## src/rtl/servo_pkg.sv

```systemverilog
// Shared constants and elaboration helpers for the multi-channel servo PWM block.
package servo_pkg;

    localparam int SERVOMIN_DEF     = 124;
    localparam int SERVOMAX_DEF     = 543;
    localparam int PERIOD_TICKS_DEF = 4096;
    localparam int TICK_DIV_DEF     = 1221;

    typedef enum logic {
        ST_IDLE = 1'b0,
        ST_RUN  = 1'b1
    } state_t;

    function automatic int span(input int smin, input int smax);
        return smax - smin;
    endfunction

    function automatic int prod_w(input int angle_w, input int smin, input int smax);
        return angle_w + $clog2(smax - smin + 1);
    endfunction

    function automatic int center(input int smin, input int smax);
        return smin + ((smax - smin) >> 1);
    endfunction

    // Channel index width leaves room to encode an out-of-range channel.
    function automatic int ch_w(input int nch);
        return $clog2(nch + 1);
    endfunction

endpackage

```

## src/rtl/servo_pwm_multi_if.sv

```systemverilog
// Angle write bus between the controller (master) and the servo PWM block (slave).
interface servo_pwm_multi_if
    import servo_pkg::*;
#(
    parameter int NCH     = 4,
    parameter int ANGLE_W = 12
);
    localparam int CH_W = ch_w(NCH);

    logic               wr_en;
    logic [CH_W-1:0]    wr_ch;
    logic [ANGLE_W-1:0] wr_angle;
    logic               busy;

    modport master (output wr_en, wr_ch, wr_angle, input  busy);
    modport slave  (input  wr_en, wr_ch, wr_angle, output busy);

endinterface

```

## src/rtl/servo_angle_scale.sv

```systemverilog
// Two-stage angle scaler: S1 applies channel reversal and registers the command,
// S2 scales it to a pulse width for the target write-back; ch rides as sideband.
module servo_angle_scale
    import servo_pkg::*;
#(
    parameter int             NCH           = 4,
    parameter int             ANGLE_W       = 12,
    parameter int             SERVOMIN      = SERVOMIN_DEF,
    parameter int             SERVOMAX      = SERVOMAX_DEF,
    parameter logic [NCH-1:0] REVERSED_MASK = '0,
    parameter int             CH_W          = ch_w(NCH),
    parameter int             WID_W         = 12
) (
    input  logic               clock,
    input  logic               reset,
    input  logic               in_vld,
    input  logic [CH_W-1:0]    in_ch,
    input  logic [ANGLE_W-1:0] in_angle,
    output logic               out_vld,
    output logic [CH_W-1:0]    out_ch,
    output logic [WID_W-1:0]   out_width,
    output logic               busy
);
    localparam int SPAN = span(SERVOMIN, SERVOMAX);
    localparam int PW   = prod_w(ANGLE_W, SERVOMIN, SERVOMAX);

    logic [2:1]         vld_pipe;
    logic               in_ok;
    logic               rev_sel;
    logic [ANGLE_W-1:0] a_q;
    logic [CH_W-1:0]    ch_q;
    logic [PW-1:0]      prod;

    assign in_ok = in_vld && (in_ch < CH_W'(NCH));

    always_comb begin
        rev_sel = 1'b0;
        for (int i = 0; i < NCH; i++)
            if (in_ch == CH_W'(i)) rev_sel = REVERSED_MASK[i];
    end

    // vld_pipe[2] marks the write-back cycle so busy covers both stages.
    always_ff @(posedge clock or negedge reset) begin
        if (!reset) begin
            vld_pipe <= '0;
            a_q      <= '0;
            ch_q     <= '0;
        end else begin
            vld_pipe <= {vld_pipe[1], in_ok};
            if (in_ok) begin
                a_q  <= rev_sel ? ~in_angle : in_angle;
                ch_q <= in_ch;
            end
        end
    end

    assign prod      = PW'(a_q) * PW'(SPAN);
    assign out_width = WID_W'(SERVOMIN) + WID_W'(prod >> ANGLE_W);
    assign out_vld   = vld_pipe[1];
    assign out_ch    = ch_q;
    assign busy      = |vld_pipe;

endmodule

```

## src/rtl/servo_pwm_multi.sv

```systemverilog
// N-channel servo PWM: shared prescaler/frame counter, double-buffered widths
// committed at frame start. Define SERVO_SLEW_EN to rate-limit width changes per frame.
module servo_pwm_multi
    import servo_pkg::*;
#(
    parameter int             NCH           = 4,
    parameter int             ANGLE_W       = 12,
    parameter int             SERVOMIN      = SERVOMIN_DEF,
    parameter int             SERVOMAX      = SERVOMAX_DEF,
    parameter logic [NCH-1:0] REVERSED_MASK = '0,
    parameter int             TICK_DIV      = TICK_DIV_DEF,
    parameter int             PERIOD_TICKS  = PERIOD_TICKS_DEF,
    parameter int             SLEW_STEP     = 8
) (
    input  logic                  clock,
    input  logic                  reset,
    input  logic                  enable,
    servo_pwm_multi_if.slave      wr,
    output logic                  frame_start,
    output logic [NCH-1:0]        pwm
);
    localparam int FW   = (PERIOD_TICKS > 1) ? $clog2(PERIOD_TICKS) : 1;
    localparam int PSW  = (TICK_DIV > 1) ? $clog2(TICK_DIV) : 1;
    localparam int CH_W = ch_w(NCH);
    localparam logic [FW-1:0] CENTER_W = FW'(center(SERVOMIN, SERVOMAX));

    if (!(SERVOMAX < PERIOD_TICKS && SERVOMIN <= SERVOMAX)) begin : g_bad_width
        $error("servo_pwm_multi: need SERVOMIN <= SERVOMAX < PERIOD_TICKS");
    end
    if (NCH < 1 || NCH > 16 || SLEW_STEP < 1) begin : g_bad_cfg
        $error("servo_pwm_multi: NCH must be 1..16 and SLEW_STEP >= 1");
    end

    state_t          state, state_nxt;
    logic            commit;
    logic            run;
    logic            tick;
    logic [PSW-1:0]  prescaler;
    logic [FW-1:0]   frame_cnt;
    logic            sc_vld;
    logic [CH_W-1:0] sc_ch;
    logic [FW-1:0]   sc_width;

    servo_angle_scale #(
        .NCH(NCH), .ANGLE_W(ANGLE_W), .SERVOMIN(SERVOMIN), .SERVOMAX(SERVOMAX),
        .REVERSED_MASK(REVERSED_MASK), .CH_W(CH_W), .WID_W(FW)
    ) u_scale (
        .clock(clock), .reset(reset),
        .in_vld(wr.wr_en), .in_ch(wr.wr_ch), .in_angle(wr.wr_angle),
        .out_vld(sc_vld), .out_ch(sc_ch), .out_width(sc_width), .busy(wr.busy)
    );

    always_ff @(posedge clock or negedge reset) begin
        if (!reset) state <= ST_IDLE;
        else        state <= state_nxt;
    end

    always_comb begin
        state_nxt = state;
        commit    = 1'b0;
        case (state)
            ST_IDLE: if (enable) begin
                state_nxt = ST_RUN;
                commit    = 1'b1;
            end
            ST_RUN: if (!enable) state_nxt = ST_IDLE;
                    else if (tick && frame_cnt == FW'(PERIOD_TICKS - 1)) commit = 1'b1;
            default: state_nxt = ST_IDLE;
        endcase
    end

    // The commit cycle out of IDLE keeps the timebase at zero so frame 0 starts clean.
    assign run  = enable && (state == ST_RUN);
    assign tick = (prescaler == PSW'(TICK_DIV - 1));

    always_ff @(posedge clock or negedge reset) begin
        if (!reset) begin
            prescaler   <= '0;
            frame_cnt   <= '0;
            frame_start <= 1'b0;
        end else begin
            frame_start <= commit;
            if (!run) begin
                prescaler <= '0;
                frame_cnt <= '0;
            end else begin
                prescaler <= tick ? '0 : prescaler + 1'b1;
                if (tick)
                    frame_cnt <= (frame_cnt == FW'(PERIOD_TICKS - 1)) ? '0 : frame_cnt + 1'b1;
            end
        end
    end

    for (genvar i = 0; i < NCH; i++) begin : g_ch
        logic [FW-1:0] tgt_q, act_q, act_nxt;
        logic          pwm_q;

        always_ff @(posedge clock or negedge reset) begin
            if (!reset)                                 tgt_q <= CENTER_W;
            else if (sc_vld && sc_ch == CH_W'(i))       tgt_q <= sc_width;
        end

`ifdef SERVO_SLEW_EN
        localparam logic [FW-1:0] STEP_W = FW'(SLEW_STEP);
        always_comb begin
            act_nxt = tgt_q;
            if (tgt_q > act_q) begin
                if (tgt_q - act_q > STEP_W) act_nxt = act_q + STEP_W;
            end else if (act_q - tgt_q > STEP_W) begin
                act_nxt = act_q - STEP_W;
            end
        end
`else
        assign act_nxt = tgt_q;
`endif

        // A target landing on the commit edge is sampled old; it waits a frame.
        always_ff @(posedge clock or negedge reset) begin
            if (!reset) begin
                act_q <= CENTER_W;
                pwm_q <= 1'b0;
            end else begin
                if (commit) act_q <= act_nxt;
                pwm_q <= enable && (frame_cnt < act_q);
            end
        end

        assign pwm[i] = pwm_q;
    end

endmodule

```

## src/flat_wrapper.sv

```systemverilog
// flat-port wrapper written by rule: the top's interface ports become plain ports
module servo_pwm_multi_flat import servo_pkg::*;
#(
    parameter int             NCH           = 4,
    parameter int             ANGLE_W       = 12,
    parameter int             SERVOMIN      = SERVOMIN_DEF,
    parameter int             SERVOMAX      = SERVOMAX_DEF,
    parameter logic [NCH-1:0] REVERSED_MASK = '0,
    parameter int             TICK_DIV      = TICK_DIV_DEF,
    parameter int             PERIOD_TICKS  = PERIOD_TICKS_DEF,
    parameter int             SLEW_STEP     = 8
)
  (clock, reset, enable, frame_start, pwm, wr_wr_en, wr_wr_ch, wr_wr_angle, wr_busy);
  servo_pwm_multi_if #(.NCH(NCH), .ANGLE_W(ANGLE_W)) wr_i ();
  input  logic clock;
  input  logic reset;
  input  logic enable;
  output logic frame_start;
  output logic [NCH-1:0] pwm;
  input wire logic [$bits(wr_i.wr_en)-1:0] wr_wr_en;
  input wire logic [$bits(wr_i.wr_ch)-1:0] wr_wr_ch;
  input wire logic [$bits(wr_i.wr_angle)-1:0] wr_wr_angle;
  output wire logic [$bits(wr_i.busy)-1:0] wr_busy;
  assign wr_i.wr_en = wr_wr_en;
  assign wr_i.wr_ch = wr_wr_ch;
  assign wr_i.wr_angle = wr_wr_angle;
  assign wr_busy = wr_i.busy;
  servo_pwm_multi #(.NCH(NCH), .ANGLE_W(ANGLE_W), .SERVOMIN(SERVOMIN), .SERVOMAX(SERVOMAX), .REVERSED_MASK(REVERSED_MASK), .TICK_DIV(TICK_DIV), .PERIOD_TICKS(PERIOD_TICKS), .SLEW_STEP(SLEW_STEP)) u_core (.clock(clock), .reset(reset), .enable(enable), .wr(wr_i), .frame_start(frame_start), .pwm(pwm));
endmodule
```

## config.mk

```make
export PLATFORM = sky130hd
export DESIGN_NAME = servo_pwm_multi_flat
export DESIGN_NICKNAME = d
export VERILOG_FILES = /design/src/rtl/servo_pkg.sv /design/src/rtl/servo_pwm_multi_if.sv /design/src/rtl/servo_angle_scale.sv /design/src/rtl/servo_pwm_multi.sv /design/src/flat_wrapper.sv
export SDC_FILE = /design/constraint.sdc
export NUM_CORES = 1
export LEC_CHECK = 0
export BUFFER_PORTS_ARGS = -buffer_cell sky130_fd_sc_hd__buf_4
export CAP_MARGIN = 5
export CORE_MARGIN = 4
export CORE_UTILIZATION = 40
export CTS_CLUSTER_DIAMETER = 80
export DETAILED_ROUTE_END_ITERATION = 10
export PLACE_DENSITY_LB_ADDON = 0.12
export SYNTH_ARGS = -nofsm -noshare
export SYNTH_HDL_FRONTEND = slang
export SYNTH_HIERARCHICAL = 1
export SYNTH_SLANG_ARGS = --single-unit
```

## constraint.sdc

```tcl
create_clock -name clock -period 12.4 [get_ports clock]
set_input_delay 3.72 -clock clock [delete_from_list [all_inputs] [get_ports clock]]
set_output_delay 3.72 -clock clock [all_outputs]
set_load 0.02 [all_outputs]
```

### Word-level counts from Yosys, hierarchy flattened

Index checks and enable logic that the tools add are counted.

* output and inout port bits: 6
* input port bits: 19
* register bits: 142
* logic and storage cells: 57

* $add $sub $neg: 3
* multipliers: 1
* equal/unequal tests: 6
* reductions and logical operators: 13
* bitwise gates (word level): 1
* multiplexer cells: 9
* order comparisons: 5

Operators by type and width (number)
* less-than comparator 12 bit: 4
* 2-to-1 mux 12 bit: 3
* 2-to-1 mux 11 bit: 2
* multiplier 12 x 9 -> 21 bit, second input constant: 1
* adder 12 x 1 -> 12 bit, second input constant: 1
* == test 12 bit, second input constant: 1
* adder 11 x 1 -> 11 bit, second input constant: 1
* == test 11 bit, second input constant: 1
* logical AND 1 bit: 11
* adder 7 x 9 -> 10 bit, first input constant: 1
* == test 3 x 2 -> 1 bit, second input constant: 2
* == test 3 x 1 -> 1 bit, second input constant: 1
* zero test 3 bit: 1
* less-than comparator 3 bit, second input constant: 1
* 2-to-1 mux 1 bit: 3
* != test 2 bit, second input constant: 1
* case mux 1 bit (2 select lines): 1
* OR reduction 2 bit: 1
* NOT 1 bit: 1

### Logic depth before layout (Yosys ltp)

Gate-level depths: netlist (run 1).

* depth in word-level cells: 5
* gate-level depth with buffers: 21
* depth with buffers taken out: 21

### Hierarchy

The synthesis (run 1) kept the hierarchy.

Modules (own cells, without submodules)
* servo_pwm_multi: area an instance 6200.9 um^2, cells each 513, instances 1, seq. area each 3178.0 um^2
* servo_angle_scale: area an instance 2536.2 um^2, cells each 263, instances 1, seq. area each 425.4 um^2

### Worst setup path after synthesis (run 1)

Ideal clock, no wire load.

* kind: input to register
* from: input enable
* to: register u_core.g_ch[1].act_q[10]
* arrival time: 5.078 ns
* path slack: 7.194 ns
* buffers on the path: 3
* required time: 12.273 ns
* stages: 6
* setup time: 0.127 ns
* cell sequence: clkbuf_1 -> inv_1 -> o41ai_4 -> buf_4 -> buf_6 -> mux2_1

* cells in the longest elaborated chain, start to end: 2
* elaborated cells on any way between the ends: 3
* those cells by class: 3 x mux

RTL lines
* start: declaration: RTL line flat_wrapper.sv:17 `input logic enable;`
* 2-to-1 mux 1 bit, on equally long branches: RTL line servo_pwm_multi.sv:66, servo_pwm_multi.sv:62
* case mux 1 bit (2 select lines) (*): RTL line servo_pwm_multi.sv:61 `case (state)`
* net u_core.commit: RTL line servo_pwm_multi.sv:35 `logic commit;`
* end signal: assignment: RTL line servo_pwm_multi.sv:123 `if (commit) act_q <= act_nxt;`
* end: declaration: RTL line servo_pwm_multi.sv:95 `logic [FW-1:0] tgt_q, act_q, act_nxt;`

Mark *: on every way through the listed nets, which the timed path passes. The rest lies on a longest branch.
A chain may end at the register's enable or synchronous reset.

### Worst setup path after layout (run 1)

* from: register u_core.u_scale.a_q[1]
* to: register u_core.g_ch[3].tgt_q[8]

* cells in the longest elaborated chain, start to end: 2

RTL lines
* start: declaration: RTL line servo_angle_scale.sv:30 `logic [ANGLE_W-1:0] a_q;`
* start signal: assignment: RTL line servo_angle_scale.sv:51 `a_q <= rev_sel ? ~in_angle : in_angle;`
* multiplier 12 x 9 -> 21 bit: RTL line servo_angle_scale.sv:57 `assign prod = PW'(a_q) * PW'(SPAN);`
* adder 7 x 9 -> 10 bit: RTL line servo_angle_scale.sv:58 `assign out_width = WID_W'(SERVOMIN) + WID_W'(prod >> ANGLE_W);`
* net u_core.sc_width[8]: RTL line servo_pwm_multi.sv:42 `logic [FW-1:0] sc_width;`
* end signal: assignment: RTL line servo_pwm_multi.sv:100 `else if (sc_vld && sc_ch == CH_W'(i)) tgt_q <= sc_width;`
* end: declaration: RTL line servo_pwm_multi.sv:95

The timed path passes the listed nets, and every way through them passes these cells.

==> results.md, run 1 <==
* Total core area at about 21000 sq um
* Clock root cell: clkbuf_16
* Starting density of the core at 0.412
* Nets at ~950
* WP depth at 17
* Final Instance Area at just under 10000 sq um
* CTS H-tree lvls at 4
* Critical R2R Capture: u_core/g_ch[3].act_nxt[8]
* Post-synth ARST share at 1.00
* FF-to-FF Start: u_core/u_scale/a_q[1]
* Setup Buffers After CTS at 0
* Top-count cell post-synth: inv_1
* Max IR drop VDD at 0.148 mV
* Crit path capture type: flip-flop
* Top cells by area, synth: dfrtp_1 29%, ha_1 15%, mux2_2 12%, dfstp_2 12%, inv_1 4.9%
* Final worst slack at about 7000 ps
* Sequential Area at about 3600 sq um
* Initial antenna violation count at 0
* Post-synth top area cell: dfrtp_1
* Antenna Cells at 0
* Slew headroom at 0.319
* Fillers at slightly below 2000
* CTS tree: done
* Drt pass-1 iters at 5
* Die area at 24300 sq um
* P_leak at between 4 and 5 nW
* Fin cells at ~1100
* Largest stage delay on the critical path at between 500 and 600 ps
* Number of flops mapped to enable cells by yosys at 0
* Vias in the first global route at approximately 6000
* # hold bufs at CTS at 0
* Max FO, Critical Path at 7
* Setup TNS at 0 ps
* Min-delay src: u_core/u_scale/vld_pipe[1]
* Drt wl/cell at 16.3 um
* Synth warn at 6
* Syn avg cell area at 11.3 sq um
* Hold Vio Cnt, Final at 0
* Placement Setup Slack at between 6000 and 7000 ps
* Die width at about 160 um
* Startpoint Class: flip-flop
* Hold Path Depth at 0
* HPWL Detailed at 13400 um
* CTS sink cnt at between 100 and 150
* DR iter-0 viols at roughly 230
* Finish-stage setup viols at 0
* Sequential-to-total area share from yosys stat at 0.412
* Hold Crit Endpoint: u_core/u_scale/vld_pipe[2]
* Buf+Inv Stages, Crit Path at 3
* Area Growth Syn to Fin at 11.4%
* Via/cell ratio at between 5 and 6
* I/O pin cnt at 25
* GRT Overall Usage at 0.157
* Multi-input logic area at between 4000 and 5000 sq um
* Synth top cells by count: 114 x inv_1, 105 x ha_1, 102 x dfrtp_1
* Post-Syn Area at 8740 sq um
* Critical path required time at 12760 ps
* Worst slew pin tran at roughly 1000 ps
* Post-place instance area at approximately 9200 sq um
* Hold Path Class: reg2reg
* Fmax at 185 MHz
* WHS at about 470 ps
* Worst path slowest cell: fa_1
* Pwr dens at approximately 240 nW/um^2
* Later-pin clock latency in the skew report at between 400 and 500 ps
* Tcrit/Tclk final at 0.436
* Layout cells sized above 1 at 0.253
* Largest net degree at the start of global routing at 77
* First-pass GRT wire length at around 30000 um
* Overall Power at roughly 2.4 mW
* Die outline height at 156 um
* Grt total ovfl at 0
* Total clock buffers created by CTS at 17
* Min Tclk post-route at between 5000 and 6000 ps
* Synth Flop Type: dfrtp_1
* Yosys top cell area share at 0.292
* CP top delay family: adder cells
* Worst Reg-to-Reg Cells at 17
* Via count at between 5000 and 6000
* Finished Core Util at 0.459
* RSZ-0062 raised after global routing: no
* # rows at 53
* Antenna viol nets, final at 0
* Max-Cap Viols at 0
* Gpl congestion at between 0.8 and 0.9
* Port buffer count at 24
* Post-CTS Resized at 0
* Total wire length at 17800 um
* Worst-path cell chain: ha_1 > inv_1 > fa_1 > fa_1 > fa_1 > inv_1 > ha_1 > a21oi_1 > o21ai_1 > a31oi_2 > nand2_1 > xnor2_1 > ha_1 > inv_1 > o32a_1 > nor3_1 > mux2_2
* Placed cells at between 1000 and 1500
* Max Buffers Root-to-Sink at 2
* Worst Skew at roughly 11 ps
* WS Path Type: reg2reg
* DR DRC count at 0
* Clock Pin Slew Worst Setup and Hold Paths at around 60 ps
* R2r setup slk at roughly 7000 ps
* Arrival time at the worst endpoint at about 5800 ps
* Mapped Cells at just under 800
* Slew Viols, Final at 0
* Post-synth cell types at 66
* Status: complete, no violations
* Flops & latches, synth at between 100 and 150
worst register-to-register path: stages, from the launching register on:
cell and delay [ps]:
dfrtp_1 430, ha_1 340, inv_1 70, fa_1 430, fa_1 520, fa_1 540
inv_1 40, ha_1 320, a21oi_1 250, o21ai_1 120, a31oi_2 240, nand2_1 190
xnor2_1 460, ha_1 290, inv_1 80, o32a_1 350, nor3_1 430, mux2_2 250
cells in the final DEF (no fill, tap or decap), types with 16 or more instances in the layout:
master / netlist / routed
a21oi_1: 23 / 23
buf_4: 7 / 29
clkbuf_16: 0 / 17
dfrtp_1: 102 / 102
dfstp_2: 40 / 40
fa_1: 21 / 21
ha_1: 105 / 105
inv_1: 114 / 114
mux2_2: 96 / 96
nand2_1: 33 / 33
nand3_1: 16 / 16
nor2_1: 24 / 24
o21ai_0: 22 / 22
flip-flops by register name, summed over array words and instances (netlist names):
name	count
u_core/g_ch.act_q	48
u_core/prescaler	11
u_core/u_scale/vld_pipe	2
u_core/state	1
u_core/frame_cnt	12
u_core/g_ch.act_nxt	48
u_core/u_scale/out_ch	3
u_core/frame_start	1
u_core/u_scale/a_q	12
u_core/g_ch.pwm_q	4
report_power, final:
part / switching (mW) / internal [mW] / leakage (nW)
clock: 0.187 / 0.284 / 0.268
sequential: 0.0891 / 0.670 / 1.70
combinational: 0.661 / 0.485 / 2.64
layer usage:
metal,vias to the layer above,global-route usage,wire length (um)
li1,2708,-,-
met1,2766,0.220,8910
met2,49,0.245,8220
met3,16,0.0283,358
met4,0,0.0546,262
met5,-,0,0
how the worst max path moves through the flow:
stage | startpoint | to | slack [ps]
2_1_floorplan | enable | u_core/g_ch[1].act_q[10] | 7190
3_3_place_gp | enable | u_core/g_ch[2].act_q[5] | 7020
3_5_place_dp | u_core/u_scale/a_q[2] | u_core/g_ch[3].act_nxt[8] | 6920
4_1_cts | u_core/u_scale/a_q[2] | u_core/g_ch[3].act_nxt[8] | 6890
5_1_grt | u_core/u_scale/a_q[2] | u_core/g_ch[1].act_nxt[8] | 6440
6_report | u_core/u_scale/a_q[1] | u_core/g_ch[3].act_nxt[8] | 6990
layout make-up:
class	count	area share
multi-input combinational	495	0.472
sequential	142	0.370
clock buffer	24	0.0485
inverter	114	0.0440
tap	275	0.0353
timing repair buffer	30	0.0235
clock inverter	8	0.00694
kinds of logic (layout without fill, tap and decap cells):
family / after synthesis / in the layout / share of synthesized area
AO/OA/AOI/OAI: 87 / 87 / 0.0696
adder cells (fa/ha/maj): 126 / 126 / 0.198
buffers and inverters: 140 / 176 / 0.0647
XOR/XNOR: 23 / 23 / 0.0231
other: 1 / 2 / 0.000429
flip-flops: 142 / 142 / 0.412
multiplexers: 106 / 106 / 0.136
AND/OR/NAND/NOR: 151 / 151 / 0.0948
Note: power is estimated with default switching activity, not from simulation.
==> run 2, diff against run 1 <==
==> constraint.sdc (replaced) <==
create_clock -name clock -period 4.4 [get_ports clock]
set_input_delay 1.32 -clock clock [delete_from_list [all_inputs] [get_ports clock]]
set_output_delay 1.32 -clock clock [all_outputs]
set_load 0.02 [all_outputs]
==> results.md, run 2 (synthesis results as in run 1) <==
* Later-pin clock latency in the skew report at 420 ps (about the same)
* Setup TNS at -4510 ps (-4510 ps)
* Gpl congestion at 0.843 (+2.3%)
* Final Instance Area at 10500 sq um (+8.3%)
* CTS H-tree lvls at 4 (unchanged)
* Final worst slack at -260 ps (-7250 ps)
* Hold Path Class: reg2reg
* Slew Viols, Final at 0 (unchanged)
* Violated checks: negative setup slack
* # rows at 53 (unchanged)
* Drt pass-1 iters at 4 (-1)
* CTS sink cnt at 142 (unchanged)
* Max FO, Critical Path at 4 (-3)
* I/O pin cnt at 25 (unchanged)
* Min-delay src: u_core/u_scale/vld_pipe[1]
* Die outline height at 156 um (unchanged)
* Max Buffers Root-to-Sink at 2 (unchanged)
* Die width at 156 um (unchanged)
* Hold Path Depth at 0 (unchanged)
* RSZ-0062 raised after global routing: yes
* Port buffer count at 24 (unchanged)
* Slew headroom at 0.256 (-0.0632)
* Drt wl/cell at 16.5 um (+1.4%)
* Starting density of the core at 0.412 (unchanged)
* Grt total ovfl at 0 (unchanged)
* Post-place instance area at 9600 sq um (+4.4%)
* DR iter-0 viols at 156 (-33%)
* Die area at 24300 sq um (unchanged)
* HPWL Detailed at 13800 um (+2.7%)
* Comb pwr share at 0.589 (+0.107)
* Critical R2R Capture: u_core/g_ch[3].act_nxt[8]
* CTS tree: done
* Most frequent cells in the layout: 109 x inv_1, 99 x dfrtp_1, 94 x ha_1
* # hold bufs at CTS at 0 (unchanged)
* Reg power frac at 0.255 (-0.064)
* Nets at 992 (+5.0%)
* Antenna Cells at 0 (unchanged)
* Finish-stage setup viols at 24 (+24)
* Vias in the first global route at 6297 (+5.1%)
* WS Path Type: reg2reg
* Initial antenna violation count at 0 (unchanged)
* Worst Setup SP: u_core/u_scale/a_q[2]
* Clock Power Share at 0.157 (-0.041)
* Fmax at 215 MHz (+16%)
* Worst Skew at 12.5 ps (+1.86 ps)
* Total wire length at 18800 um (+5.8%)
* Crit path capture type: flip-flop
* Via count at 5813 (+4.9%)
* Largest net degree at the start of global routing at 84 (+9.1%)
* Status: complete, but fails checks
* Worst Reg-to-Reg Cells at 18 (+1)
* Fillers at 1917 (-1.8%)
* Layout cells sized above 1 at 0.344 (+0.0908)
* Internal power at 5.05 mW (+250%)
* First-pass GRT wire length at 32300 um (+6.5%)
* Total core area at 21200 sq um (unchanged)
* Critical path required time at 4740 ps (-8020 ps)
* Hold Crit Endpoint: u_core/u_scale/vld_pipe[2]
* Clock Pin Slew Worst Setup and Hold Paths at 70 ps (about the same)
* Fin cells at 1135 (+4.3%)
* Pwr dens at 799 nW/um^2 (+230%)
* Via/cell ratio at 5.12 (+0.60%)
* Min Tclk post-route at 4660 ps (-748 ps)
* Hold Vio Cnt, Final at 0 (unchanged)
* Max-Cap Viols at 0 (unchanged)
* Startpoint Class: flip-flop
* Arrival time at the worst endpoint at 5000 ps (-770 ps)
* FF-to-FF Start: u_core/u_scale/a_q[2]
* R2r setup slk at -260 ps (-7250 ps)
* Psw at 3.37 mW (+260%)
* DR DRC count at 0 (unchanged)
* Area Growth Syn to Fin at 20.6%
* Placed cells at 1095 (+3.7%)
* Most common cell after layout, fill and taps aside: inv_1
* Worst slew pin tran at 1110 ps (+94.4 ps)
* Total clock buffers created by CTS at 17 (unchanged)
* Clock root cell: clkbuf_16
* Antenna viol nets, final at 0 (unchanged)
* Net switching fraction of the power at 0.400 (+0.00552)
* Max IR drop VDD at 0.708 mV (+380%)
* P_leak at 4.94 nW (+7.3%)
* GRT Overall Usage at 0.168 (+0.0111)
* Tcrit/Tclk final at 1.06 (+0.623)
-- run 2: changes by cell type in the layout (fill, tap and decap cells not counted), moves of 5 or more --
| cell | before | now |
|---|---|---|
| buf_4 | 29 | 73 |
| ha_1 | 105 | 94 |
| ha_4 | 0 | 11 |
| inv_1 | 114 | 109 |
| mux2_2 | 96 | 77 |
| mux2_4 | 0 | 19 |
| xnor2_1 | 15 | 9 |
-- run 2: how the worst max path moves through the flow --
stage / end / slack [ps] / depth (start not counted)
2_1_floorplan: u_core/g_ch[3].act_nxt[8] / -90 / 18
3_3_place_gp: u_core/g_ch[3].act_nxt[8] / -230 / 18
3_5_place_dp: u_core/g_ch[3].act_nxt[8] / -330 / 19
4_1_cts: u_core/g_ch[3].act_nxt[8] / -240 / 19
5_1_grt: u_core/g_ch[3].act_nxt[4] / -450 / 21
6_report: u_core/g_ch[3].act_nxt[8] / -260 / 18
-- run 2: stage by stage --
step	hold slack [ps]	setup WS [ps]	power, mW	utilization
6_report	463	-260	8.42	0.497
2_1_floorplan	404	-93.9	4.68	-
3_5_place_dp	450	-332	6.03	0.452
5_1_grt	509	-451	9.12	0.497
4_1_cts	466	-243	8.05	0.490
3_3_place_gp	429	-234	5.92	0.452
-- run 2: power groups by stage --
stage	Sequential (mW)	Combinational (mW)	Clock (mW)
global route	2.21	5.48	1.43
finish	2.15	4.95	1.32
floorplan	2.06	2.62	0
global placement	2.14	3.78	0
detailed placement	2.16	3.87	0
CTS	2.14	4.54	1.37
-- run 2: cell type report --
type	count	area, sq um	area share
sequential	142	3610	0.342
timing repair buffer	77	602	0.0571
clock inverter	14	113	0.0107
tap	275	344	0.0326
multi-input combinational	495	5010	0.476
inverter	114	430	0.0408
clock buffer	18	429	0.0407
-- run 2: critical path, stage by stage (launching register included) --
cell and delay, ps:
dfrtp_2 450, ha_4 280, inv_2 30, fa_1 480, inv_2 40, fa_1 490, inv_1 50, fa_1 490
inv_2 40, ha_4 200, nand4_1 160, o21ai_2 90, a31oi_4 220, a21oi_2 100, o31a_1 300, or3_4 390
a2111oi_4 370, nor3_4 100, mux2_4 290
-- run 2: metal layers --
layer | vias up | GRT usage | part of all wire
li1 | 2816 | - | -
met1 | 2931 | 0.223 | 0.48
met2 | 50 | 0.272 | 0.48
met3 | 16 | 0.0397 | 0.022
met4 | 0 | 0.0550 | 0.012
met5 | - | 0 | 0
-- run 2: what timing repair did --
action / in CTS / in global routing
endpoints found under the setup margin: 28 / 32
setup buffers: 6 / 3
resized for setup: 34 / 24
pin swaps: 15 / 5
endpoints found under the hold margin: 0 / 0
gates cloned: 0 / 0
==> run 3, diff against run 2 <==
--- a/config.mk
+++ b/config.mk
@@ -5,7 +5,7 @@
 export SDC_FILE = /design/constraint.sdc
 export NUM_CORES = 1
 export LEC_CHECK = 0
-export BUFFER_PORTS_ARGS = -buffer_cell sky130_fd_sc_hd__buf_4
+export BUFFER_PORTS_ARGS = -buffer_cell sky130_fd_sc_hd__buf_2
 export CAP_MARGIN = 5
 export CORE_MARGIN = 4
 export CORE_UTILIZATION = 40
==> results.md, run 3 (synthesis results as in run 1) <==
* GRT Overall Usage at 0.162 (-0.00550)
* Initial antenna violation count at 0 (unchanged)
* Pwr dens at 788 nW/um^2 (-1.3%)
* Multi-input logic area at 4940 sq um (-1.5%)
* Finished Core Util at 0.493 (-0.00324)
* Starting density of the core at 0.412 (unchanged)
* Later-pin clock latency in the skew report at 410 ps (about the same)
* Fmax at 215 MHz (+0.26%)
* Clock root cell: clkbuf_16
* First-pass GRT wire length at 31700 um (-2.0%)
* Max FO, Critical Path at 4 (unchanged)
* Largest net degree at the start of global routing at 85 (+1.2%)
* Via/cell ratio at 5.12 (about the same)
* Min-delay src: u_core/u_scale/vld_pipe[1]
* Fillers at 1945 (+1.5%)
* Max Buffers Root-to-Sink at 2 (unchanged)
* Sequential Area at 3610 sq um (about the same)
* DR iter-0 viols at 244 (+56%)
* RSZ-0062 raised after global routing: yes
* Finish-stage setup viols at 20 (-17%)
* Status: complete, but fails checks
* Worst Setup SP: u_core/u_scale/a_q[3]
* Total wire length at 18500 um (-1.4%)
* Hold Vio Cnt, Final at 0 (unchanged)
* Max-Cap Viols at 0 (unchanged)
* Worst Reg-to-Reg Cells at 17 (-1)
* Total core area at 21200 sq um (unchanged)
* Most frequent cells in the layout: 108 x inv_1, 100 x dfrtp_1, 96 x ha_1
* Worst Skew at 11.2 ps (-1.35 ps)
* WS Path Type: reg2reg
* Layout cells sized above 1 at 0.340 (-0.00465)
* Min Tclk post-route at 4650 ps (-12.2 ps)
* Port buffer count at 24 (unchanged)
* Critical path required time at 4740 ps (about the same)
* CTS tree: done
* R2r setup slk at -250 ps (about the same)
* Antenna viol nets, final at 0 (unchanged)
* Die width at 156 um (unchanged)
* CTS sink cnt at 142 (unchanged)
* Worst slew pin tran at 811 ps (-299 ps)
* Via count at 5816 (+0.052%)
* HPWL Detailed at 13700 um (-0.74%)
* Critical R2R Capture: u_core/g_ch[0].act_nxt[8]
* Slew Viols, Final at 0 (unchanged)
* Area Growth Syn to Fin at 19.8%
* Gpl congestion at 0.850 (+0.88%)
* Antenna Cells at 0 (unchanged)
* I/O pin cnt at 25 (unchanged)
* Max IR drop VDD at 0.902 mV (+27%)
* Vias in the first global route at 6229 (-1.1%)
* P_leak at 4.93 nW (about the same)
* Hold Path Depth at 0 (unchanged)
* Most common cell after layout, fill and taps aside: inv_1
* DR DRC count at 0 (unchanged)
* Slew headroom at 0.445 (+0.189)
* Grt total ovfl at 0 (unchanged)
* FF-to-FF Start: u_core/u_scale/a_q[3]
* Crit path capture type: flip-flop
* Die area at 24300 sq um (unchanged)
* Hold Path Class: reg2reg
* Drt wl/cell at 16.3 um (-1.4%)
* Die outline height at 156 um (unchanged)
* Violated checks: negative setup slack
* Startpoint Class: flip-flop
* CTS H-tree lvls at 4 (unchanged)
* Nets at 992 (unchanged)
* Final worst slack at -248 ps (+12.2 ps)
* # rows at 53 (unchanged)
* Drt pass-1 iters at 5 (+1)
* Arrival time at the worst endpoint at 4980 ps (-20 ps)
* Setup TNS at -3940 ps (+572 ps)
* Total clock buffers created by CTS at 17 (unchanged)
* Placement Setup Slack at -318 ps (+14.1 ps)
* Tcrit/Tclk final at 1.06 (-0.00278)
* Clock Pin Slew Worst Setup and Hold Paths at 60 ps (about the same)
* Hold Crit Endpoint: u_core/u_scale/vld_pipe[2]
[run 3: changes by cell type in the layout (fill, tap and decap cells not counted), sizes merged]
cell / change
clkinvlp: -3
bufinv: +2
clkbuf: +2
inv: -2
clkinv: +1
[run 3: final cells by class]
class	count	area share
Sequential cell	142	0.344
Clock inverter	12	0.0129
Inverter	114	0.0413
Tap cell	275	0.0329
Clock buffer	20	0.0436
Timing Repair Buffer	77	0.0532
Multi-Input combinational cell	495	0.472
[run 3: repair_timing]
item / 4_1_cts / 5_1_grt
hold buffers: 0 / 0
pin swaps: 17 / 8
endpoints found under the hold margin: 0 / 0
resized for setup: 30 / 18
buffers inserted: 2 / 4
endpoints found under the setup margin: 24 / 32
[run 3: per-layer routing]
| metal | vias to the layer above | routed length [um] | GRT usage |
|---|---|---|---|
| met5 | - | 0 | 0 |
| li1 | 2823 | - | - |
| met2 | 53 | 8790 | 0.267 |
| met3 | 17 | 326 | 0.0280 |
| met4 | 0 | 248 | 0.0442 |
| met1 | 2923 | 9150 | 0.222 |
[run 3: critical path: stages, from the launching register on]
cell       delay [ps]
dfrtp_2           440
buf_12            140
ha_4              210
fa_1              470
inv_1              50
fa_1              470
inv_1              50
fa_1              450
ha_1              320
nand4_1           140
o21ai_2            90
a31oi_4           230
a21oi_4            90
o31a_1            300
or3_4             390
a2111oi_4         370
nor3_4            100
mux2_4            270
[run 3: worst max path at each step]
| stage | to | slack [ps] | depth (start not counted) |
|---|---|---|---|
| 2_1_floorplan | u_core/g_ch[3].act_nxt[8] | -90 | 18 |
| 3_3_place_gp | u_core/g_ch[3].act_nxt[8] | -240 | 18 |
| 3_5_place_dp | u_core/g_ch[0].act_nxt[8] | -320 | 21 |
| 4_1_cts | u_core/g_ch[3].act_nxt[8] | -230 | 21 |
| 5_1_grt | u_core/g_ch[1].act_nxt[5] | -490 | 18 |
| 6_report | u_core/g_ch[0].act_nxt[8] | -250 | 17 |
[run 3: stage by stage]
| stage | instances | area, sq um | power (mW) | hold slack [ps] |
|---|---|---|---|---|
| after floorplan | 777 | 8840 | 4.68 | 404 |
| after global routing | 1135 | 10500 | 8.94 | 494 |
| after detailed placement | 1098 | 9580 | 6.14 | 465 |
| final | 1135 | 10500 | 8.25 | 475 |
| after global placement | 1098 | 9580 | 6.07 | 447 |
| after CTS | 1131 | 10400 | 7.99 | 475 |
[run 3: report_power, final]
group	total (mW)	internal [mW]	switching, mW
Combinational	4.69	2.29	2.40
Clock	1.42	0.870	0.555
Sequential	2.14	1.89	0.249
